**config.mk**
```make
export PLATFORM = sky130hd
export DESIGN_NAME = mc_control_fsm
export DESIGN_NICKNAME = d
export VERILOG_FILES = /design/src/rtl/mc_ctrl_pkg.sv /design/src/rtl/mc_control_fsm.sv
export SDC_FILE = /design/constraint.sdc
export NUM_CORES = 1
export LEC_CHECK = 0
export ABC_AREA = 1
export BUFFER_PORTS_ARGS = -buffer_cell sky130_fd_sc_hd__buf_2
export CORE_AREA = 2 2 49 51
export CTS_CLUSTER_SIZE = 12
export DETAILED_ROUTE_END_ITERATION = 8
export DIE_AREA = 0 0 51 53
export PLACE_DENSITY = 0.64
export SLEW_MARGIN = 20
export SYNTH_ARGS = -nofsm -noshare
export SYNTH_HDL_FRONTEND = slang
export SYNTH_SLANG_ARGS = --single-unit
```
**constraint.sdc**
```tcl
create_clock -name clk -period 2.7 [get_ports clk]
set_input_delay 0 -clock clk [delete_from_list [all_inputs] [get_ports clk]]
set_output_delay 0 -clock clk [all_outputs]
set_load 0.01 [all_outputs]
```
**src/rtl/mc_ctrl_pkg.sv**
```systemverilog
// mc_ctrl_pkg: state encoding, opcodes and datapath select codes for the multicycle control FSM
package mc_ctrl_pkg;
  typedef enum logic [3:0] {
    S_FETCH, S_DECODE, S_MEMADR, S_MEMRD, S_MEMWB, S_MEMWR, S_EXECR, S_EXECI,
    S_ALUWB, S_JAL, S_JALR, S_BEQ, S_LUI, S_AUIPC, S_TRAP
  } state_t;
  localparam logic [6:0] OPC_LOAD  = 7'b0000011;
  localparam logic [6:0] OPC_STORE = 7'b0100011;
  localparam logic [6:0] OPC_RTYPE = 7'b0110011;
  localparam logic [6:0] OPC_ITYPE = 7'b0010011;
  localparam logic [6:0] OPC_JAL   = 7'b1101111;
  localparam logic [6:0] OPC_JALR  = 7'b1100111;
  localparam logic [6:0] OPC_BEQ   = 7'b1100011;
  localparam logic [6:0] OPC_LUI   = 7'b0110111;
  localparam logic [6:0] OPC_AUIPC = 7'b0010111;
  localparam logic [1:0] SA_PC = 2'd0, SA_OLDPC = 2'd1, SA_RS1 = 2'd2;
  localparam logic [1:0] SB_RS2 = 2'd0, SB_IMM = 2'd1, SB_FOUR = 2'd2;
  localparam logic [1:0] RS_ALUOUT = 2'd0, RS_MEM = 2'd1, RS_ALU = 2'd2;
  localparam logic [1:0] AO_ADD = 2'd0, AO_SUB = 2'd1, AO_FUNCT = 2'd2;
  function automatic state_t dispatch(input logic [6:0] opc);
    case (opc)
      OPC_LOAD, OPC_STORE: return S_MEMADR;
      OPC_RTYPE:           return S_EXECR;
      OPC_ITYPE:           return S_EXECI;
      OPC_JAL:             return S_JAL;
      OPC_JALR:            return S_JALR;
      OPC_BEQ:             return S_BEQ;
      OPC_LUI:             return S_LUI;
      OPC_AUIPC:           return S_AUIPC;
      default:             return S_TRAP;
    endcase
  endfunction
endpackage

```
**src/rtl/mc_control_fsm.sv**
```systemverilog
// mc_control_fsm: multicycle RV32I-subset control unit with memory wait timeout and illegal-opcode trap
module mc_control_fsm
  import mc_ctrl_pkg::*;
#(
  parameter int OPC_W       = 7,
  parameter int TIMEOUT_CYC = 16,
  parameter int CNT_W       = 5
) (
  input  logic             clk,
  input  logic             rst,
  input  logic [OPC_W-1:0] i_opc,
  input  logic             i_zero,
  input  logic             i_mem_ready,
  input  logic             i_trap_clr,
  output logic             o_mem_req,
  output logic             o_mem_we,
  output logic             o_adr_src,
  output logic             o_ir_we,
  output logic             o_pc_we,
  output logic             o_reg_we,
  output logic [1:0]       o_src_a,
  output logic [1:0]       o_src_b,
  output logic [1:0]       o_res_src,
  output logic [1:0]       o_alu_op,
  output logic             o_instr_done,
  output logic             o_trap
);
  state_t           r_state, w_next;
  logic [CNT_W-1:0] r_cnt;
  logic [6:0]       w_opc;
  logic             w_wait, w_tmo;
  assign w_opc  = 7'(i_opc);
  assign w_wait = (r_state == S_FETCH) || (r_state == S_MEMRD) || (r_state == S_MEMWR);
  assign w_tmo  = w_wait && !i_mem_ready && (r_cnt == CNT_W'(TIMEOUT_CYC - 1));
  // Counter only runs while lingering in a memory wait state; any state change clears it
  always_ff @(posedge clk) begin
    if (rst) begin
      r_state <= S_FETCH;
      r_cnt   <= '0;
    end else begin
      r_state <= w_next;
      r_cnt   <= (w_wait && w_next == r_state) ? r_cnt + 1'b1 : '0;
    end
  end
  always_comb begin
    w_next = S_FETCH;
    case (r_state)
      S_FETCH:  w_next = i_mem_ready ? S_DECODE : w_tmo ? S_TRAP : S_FETCH;
      S_DECODE: w_next = dispatch(w_opc);
      S_MEMADR: w_next = (w_opc == OPC_STORE) ? S_MEMWR : S_MEMRD;
      S_MEMRD:  w_next = i_mem_ready ? S_MEMWB : w_tmo ? S_TRAP : S_MEMRD;
      S_MEMWR:  w_next = i_mem_ready ? S_FETCH : w_tmo ? S_TRAP : S_MEMWR;
      S_EXECR, S_EXECI, S_LUI, S_AUIPC: w_next = S_ALUWB;
      S_JALR:   w_next = S_JAL;
      S_TRAP:   w_next = i_trap_clr ? S_FETCH : S_TRAP;
      default:  w_next = S_FETCH;
    endcase
  end
  always_comb begin
    o_mem_req    = 1'b0;
    o_mem_we     = 1'b0;
    o_adr_src    = 1'b0;
    o_ir_we      = 1'b0;
    o_pc_we      = 1'b0;
    o_reg_we     = 1'b0;
    o_src_a      = SA_PC;
    o_src_b      = SB_RS2;
    o_res_src    = RS_ALUOUT;
    o_alu_op     = AO_ADD;
    o_instr_done = 1'b0;
    o_trap       = 1'b0;
    case (r_state)
      S_FETCH: begin
        o_mem_req = 1'b1;
        o_ir_we   = i_mem_ready;
        o_pc_we   = i_mem_ready;
        o_src_b   = SB_FOUR;
        o_res_src = RS_ALU;
      end
      S_DECODE, S_AUIPC: begin
        o_src_a = SA_OLDPC;
        o_src_b = SB_IMM;
      end
      S_MEMADR, S_JALR, S_LUI: begin
        o_src_a = SA_RS1;
        o_src_b = SB_IMM;
      end
      S_MEMRD: begin
        o_mem_req = 1'b1;
        o_adr_src = 1'b1;
      end
      S_MEMWB: begin
        o_res_src    = RS_MEM;
        o_reg_we     = 1'b1;
        o_instr_done = 1'b1;
      end
      S_MEMWR: begin
        o_mem_req    = 1'b1;
        o_mem_we     = 1'b1;
        o_adr_src    = 1'b1;
        o_instr_done = i_mem_ready;
      end
      S_EXECR: begin
        o_src_a  = SA_RS1;
        o_alu_op = AO_FUNCT;
      end
      S_EXECI: begin
        o_src_a  = SA_RS1;
        o_src_b  = SB_IMM;
        o_alu_op = AO_FUNCT;
      end
      S_ALUWB: begin
        o_reg_we     = 1'b1;
        o_instr_done = 1'b1;
      end
      S_JAL: begin
        o_src_a      = SA_OLDPC;
        o_src_b      = SB_FOUR;
        o_pc_we      = 1'b1;
        o_reg_we     = 1'b1;
        o_instr_done = 1'b1;
      end
      S_BEQ: begin
        o_src_a      = SA_RS1;
        o_alu_op     = AO_SUB;
        o_pc_we      = i_zero;
        o_instr_done = 1'b1;
      end
      S_TRAP:  o_trap = 1'b1;
      default: o_trap = 1'b0;
    endcase
  end
endmodule

```
# [After elaboration in Yosys (flattened, before gate mapping)]
# Index checks and enable logic that the tools add are counted.
[op_classes] bitwise=1 addsub=1 muxes=22 n_reduce_logical=19 n_eq_ne=25
[op_table] op="4-bit one-hot mux with 8 select lines" n=2
[op_table] op="4-bit == test, second input constant" n=7
[op_table] op="4-bit 2-to-1 mux" n=7
[op_table] op="7-bit by 6-bit == test with 1-bit output, second input constant" n=3
[op_table] op="7-bit == test, second input constant" n=3
[op_table] op="4-bit by 3-bit == test with 1-bit output, second input constant" n=4
[op_table] op="2-bit one-hot mux with 2 select lines" n=4
[op_table] op="7-bit by 5-bit == test with 1-bit output, second input constant" n=2
[op_table] op="6-bit OR reduction" n=2
[op_table] op="2-bit OR reduction" n=5
[op_table] op="3-bit OR reduction" n=3
[op_table] op="4-bit by 2-bit == test with 1-bit output, second input constant" n=2
[op_table] op="4-bit OR reduction" n=2
[op_table] op="7-bit by 2-bit == test with 1-bit output, second input constant" n=1
[op_table] op="1-bit 2-to-1 mux" n=6
[op_table] op="5-bit by 1-bit adder with 5-bit output, second input constant" n=1
[op_table] op="5-bit by 4-bit == test with 1-bit output, second input constant" n=1
[op_table] op="4-bit by 1-bit == test with 1-bit output, second input constant" n=1
[op_table] op="4-bit == test" n=1
[op_table] op="4-bit zero test" n=1
[op_table] op="1-bit logical AND" n=3
[op_table] op="3-bit 2-to-1 mux" n=1
[op_table] op="1-bit one-hot mux with 3 select lines" n=1
[op_table] op="1-bit logical OR" n=2
[op_table] op="other kinds (3)" n=3
[word_totals] input_bits=12 regBits=9 word_cells=70 out_inout_bits=16

# [Longest topological paths before layout]
[depth] ltp_word=12 depth_mapped=12 depth_no_buf=12

# [Least setup slack after synthesis]
# No wires, ideal clock.
[synth_path] path_type="flip-flop to flip-flop" start="reg r_cnt[0]" end="reg r_cnt[0]" arrival_ns=1.561 period_less_slack_ns=1.626 setup_time_ns=0.065 slack_ns=1.074 n_path_buf=0 required_ns=2.635 path_stages_with_launch=13 path_cell_list="dfxtp_1 > ha_1 > and3_1 > ha_1 > inv_1 > nor2_1 > nand2_2 > nand2_1 > nor2_2 > nand2_1 > a21oi_2 > nand3_2 > nor2_1"
[synth_between] elab_chain_cells=9 word_cells_on_any_way=14 classes_between="add/sub: 1; eq/ne: 2; mux: 7; bitwise: 1; reduce/logical: 3"
[synth_lines] item="from (decl)" line_no="mc_control_fsm.sv:29" source="logic [CNT_W-1:0] r_cnt;"
[synth_lines] item="from (signal assigned)" line_no="mc_control_fsm.sv:42" source="r_cnt <= (w_wait && w_next == r_state) ? r_cnt + 1'b1 : '0;"
[synth_lines] item="5-bit by 4-bit == test with 1-bit output" line_no="mc_control_fsm.sv:34" source="assign w_tmo = w_wait && !i_mem_ready && (r_cnt == CNT_W'(TIMEOUT_CYC - 1));"
[synth_lines] item="1-bit logical AND" line_no="mc_control_fsm.sv:34"
[synth_lines] item="4-bit 2-to-1 mux, on equally long branches (2 in series)" line_no="mc_control_fsm.sv:52, mc_control_fsm.sv:48, mc_control_fsm.sv:51"
[synth_lines] item="4-bit one-hot mux with 8 select lines" line_no="mc_control_fsm.sv:47" source="case (r_state)"
[synth_lines] item="4-bit == test" line_no="mc_control_fsm.sv:42"
[synth_lines] item="1-bit logical AND" line_no="mc_control_fsm.sv:42"
[synth_lines] item="1-bit NOT (no source line)"
[synth_lines] item="2-bit OR reduction (no source line)"
# Parallel ways exist; a longest one is shown, timed or not.
# A chain may end at the register's enable or synchronous reset.

# [Worst setup path after layout]
[layout_path] start="reg r_cnt[0]" end="reg r_cnt[1]"
# The elaborated chain is that of the path after synthesis.

==> metrics.md <==
| Metric | Value |
|---|---|
| Run status | `finished clean` |
| Maximum vdd ir drop | `around 0.00042 V` |
| Tcrit/Tclk final | `between 60% and 70%` |
| Synth warnings | `0` |
| Critical path arrival | `a little under 2 ns` |
| IO Count | `28` |
| Gr ovfl total | `0` |
| NumNets Final | `190` |
| Clock Sink Count | `9` |
| Hold Fails Final Rpt | `0` |
| Average size of a mapped cell | `between 5 and 6 um2` |
| RSZ-0062 raised after global routing | `false` |
| Initial antenna violation count | `0` |
| CTS tree | `built` |
| First-pass GRT wire length | `3360 um` |
| Max Freq | `around 560 MHz` |
| Core Area | `approximately 2100 um2` |
| Final Instance Area | `~1000 um2` |
| Synth-to-Final Area Change | `24.3%` |
| Initial DRC count | `16` |
| Post-CTS sizing | `0` |
| Largest net degree at the start of global routing | `9` |
| Number of global-route vias before repair | `approximately 830` |
| Syn Inst Count | `between 100 and 150` |
| P_leak | `roughly 0.00057 uW` |
| Drt drc | `0` |
| Final HPWL DP | `1680 um` |
| Area contributors post-synth | `dfxtp_1 22%, nand2_1 16%, inv_1 10%` |
| Seq/Total Area, Yosys | `around 22%` |
| Vias | `about 950` |
| Top-area cell type share of the netlist area | `a little over a fifth` |
| Post-DR vias/cell | `between 4 and 5` |
| Layout cells sized above 1 | `about 29%` |
| Worst setup EP type | `flip-flop` |
| H-tree depth | `1` |
| Detail Route Antenna Nets | `0` |
| Cell taking the most area after synthesis | `dfxtp_1` |
| Minimum clock period | `1.78 ns` |
| Max Cap Violations | `0` |
| Post-synth cell types | `27` |
| Area post-placement | `approximately 1000 um2` |
| Clk_skew | `0.00550 ns` |
| Port bufs | `27` |
| Hold Slack | `between 0.15 and 0.2 ns` |
| CTS Buf Count | `3` |
| CP Launch Type | `flip-flop` |
| Worst-Skew Late Latency | `0.26 ns` |
| Finish-stage setup viols | `0` |
| Die area | `around 2700 um2` |
| Die width | `around 50 um` |
| Setup TNS | `0 ns` |
| Power Density | `slightly below 700 nW/um2` |
| CP Class | `reg -> reg` |
| Max clock buf depth | `2` |
| Chip height | `approximately 53 um` |
| Root Driver | `clkbuf_4` |
| Synthesized area | `between 800 and 900 um2` |
| Final WL | `between 1500 and 2000 um` |
| Inserted Diodes | `0` |
| Total Routing Usage GR | `about 16%` |
| Slew @ Worst Pin | `between 0.2 and 0.3 ns` |
| Wire per inst | `between 9 and 10 um` |
| Max_slew headroom | `roughly four fifths` |
| Rows | `17` |
| Clk slew on worst S/H paths | `around 0.070 ns` |
| Hold Crit Class | `in -> reg` |
| Pre-Repair DR Iteration Count | `4` |
| Synthesized flop and latch total | `9` |
| Synthesized Nets | `between 150 and 200` |
| Initial Util | `between 30% and 40%` |
| Placer congestion estimate | `roughly 0.84` |
| Max Slew Vio Count | `0` |
| CP Max Fanout | `5` |
| Req. time, crit path | `just under 3 ns` |
## critical path, cell delays in order (launching register included)
cell     delay, ns
dfxtp_1       0.33
ha_1          0.22
and3_1        0.19
ha_1          0.22
inv_1         0.07
nor2_1        0.05
nand2_2       0.07
nand2_1       0.06
nor2_2        0.09
nand2_1       0.07
a21oi_2       0.13
nand3_2       0.12
nor2_1        0.10
## state kept, by name, indices dropped and copies added (netlist names)
| signal | count |
|---|---|
| r_state | 4 |
| r_cnt | 5 |
## path summary, 6_finish.rpt
path         slack [ns]         end  startpoint  cells past startpoint
max                0.92    r_cnt[1]    r_cnt[0]                     12
min                0.18  r_state[2]    i_opc[3]                      6
max reg2reg        0.92    r_cnt[1]    r_cnt[0]                     12
min reg2reg        0.45    r_cnt[0]    r_cnt[0]                      1
## stage by stage
stage | worst slack (ns) | cells | util, % | power [uW]
6_report | 0.919 | 203 | 48.3 | 702
5_1_grt | 0.724 | 203 | 48.3 | 773
4_1_cts | 0.900 | 203 | 48.3 | 708
3_5_place_dp | 0.923 | 198 | 46.6 | 601
3_3_place_gp | 0.987 | 198 | 46.6 | 597
2_1_floorplan | 1.07 | 144 | - | 469
## Yosys cell counts (all sizes together)
| library cell | instances |
|---|---|
| nand2 | 42 |
| nor2 | 29 |
| inv | 27 |
| nand3 | 14 |
| dfxtp | 9 |
| o21ai | 5 |
| a21oi | 4 |
| a41oi | 2 |
| ha | 2 |
| a31oi | 1 |
| and3 | 1 |
| buf | 1 |
| clkinv | 1 |
| nand4 | 1 |
| o211ai | 1 |
| o221ai | 1 |
| o22ai | 1 |
| xnor2 | 1 |
| xor2 | 1 |
## what timing repair did
action                                 CTS  global route
buffers inserted                         0             0
endpoints found under the hold margin    4             0
hold buffers                             1             0
## routing by layer
layer	global-route usage (%)	vias up	wire (um)	part of all wire, %
met5	0	-	0	0
met4	2.70	0	0	0
met3	2.54	0	68	3.4
met2	29.4	21	951	48
met1	20.2	416	958	48
li1	-	515	-	-
## power breakdown
group	switching (uW)	internal, uW	leakage, uW
Combinational	256	149	0.000479
Sequential	36.0	158	0.0000732
Clock	49.3	54.6	0.0000177
## layout by cell type (no fill, tap or decap), drive strengths merged
cell         instances
xnor2                1
nor2                29
o221ai               1
o22ai                1
inv                 27
nand4                1
xor2                 1
dlygate4sd3          1
a31oi                1
buf                 27
nand2               42
and3                 1
clkbuf               3
o21ai                5
o211ai               1
a21oi                4
nand3               14
clkinv               2
dfxtp                9
a41oi                2
ha                   2
## layout make-up
class / count / area, um2
inverter: 28 / 105
clock inverter: 1 / 5.00
timing repair buffer: 28 / 145
fill: 243 / 1110
multi-input combinational: 106 / 546
sequential: 9 / 180
clock buffer: 3 / 22.5
tap: 28 / 35.0
## logic make-up (layout without fill, tap and decap cells)
group | count (synthesis) | after routing | synth area share, %
AO/OA/AOI/OAI | 15 | 15 | 11.8
XOR/XNOR | 2 | 2 | 2.10
flip-flops | 9 | 9 | 21.6
AND/OR/NAND/NOR | 87 | 87 | 48.4
adder cells (fa/ha/maj) | 2 | 2 | 2.99
buffers and inverters | 29 | 60 | 13.2
Power figures use the tool's default switching activity.
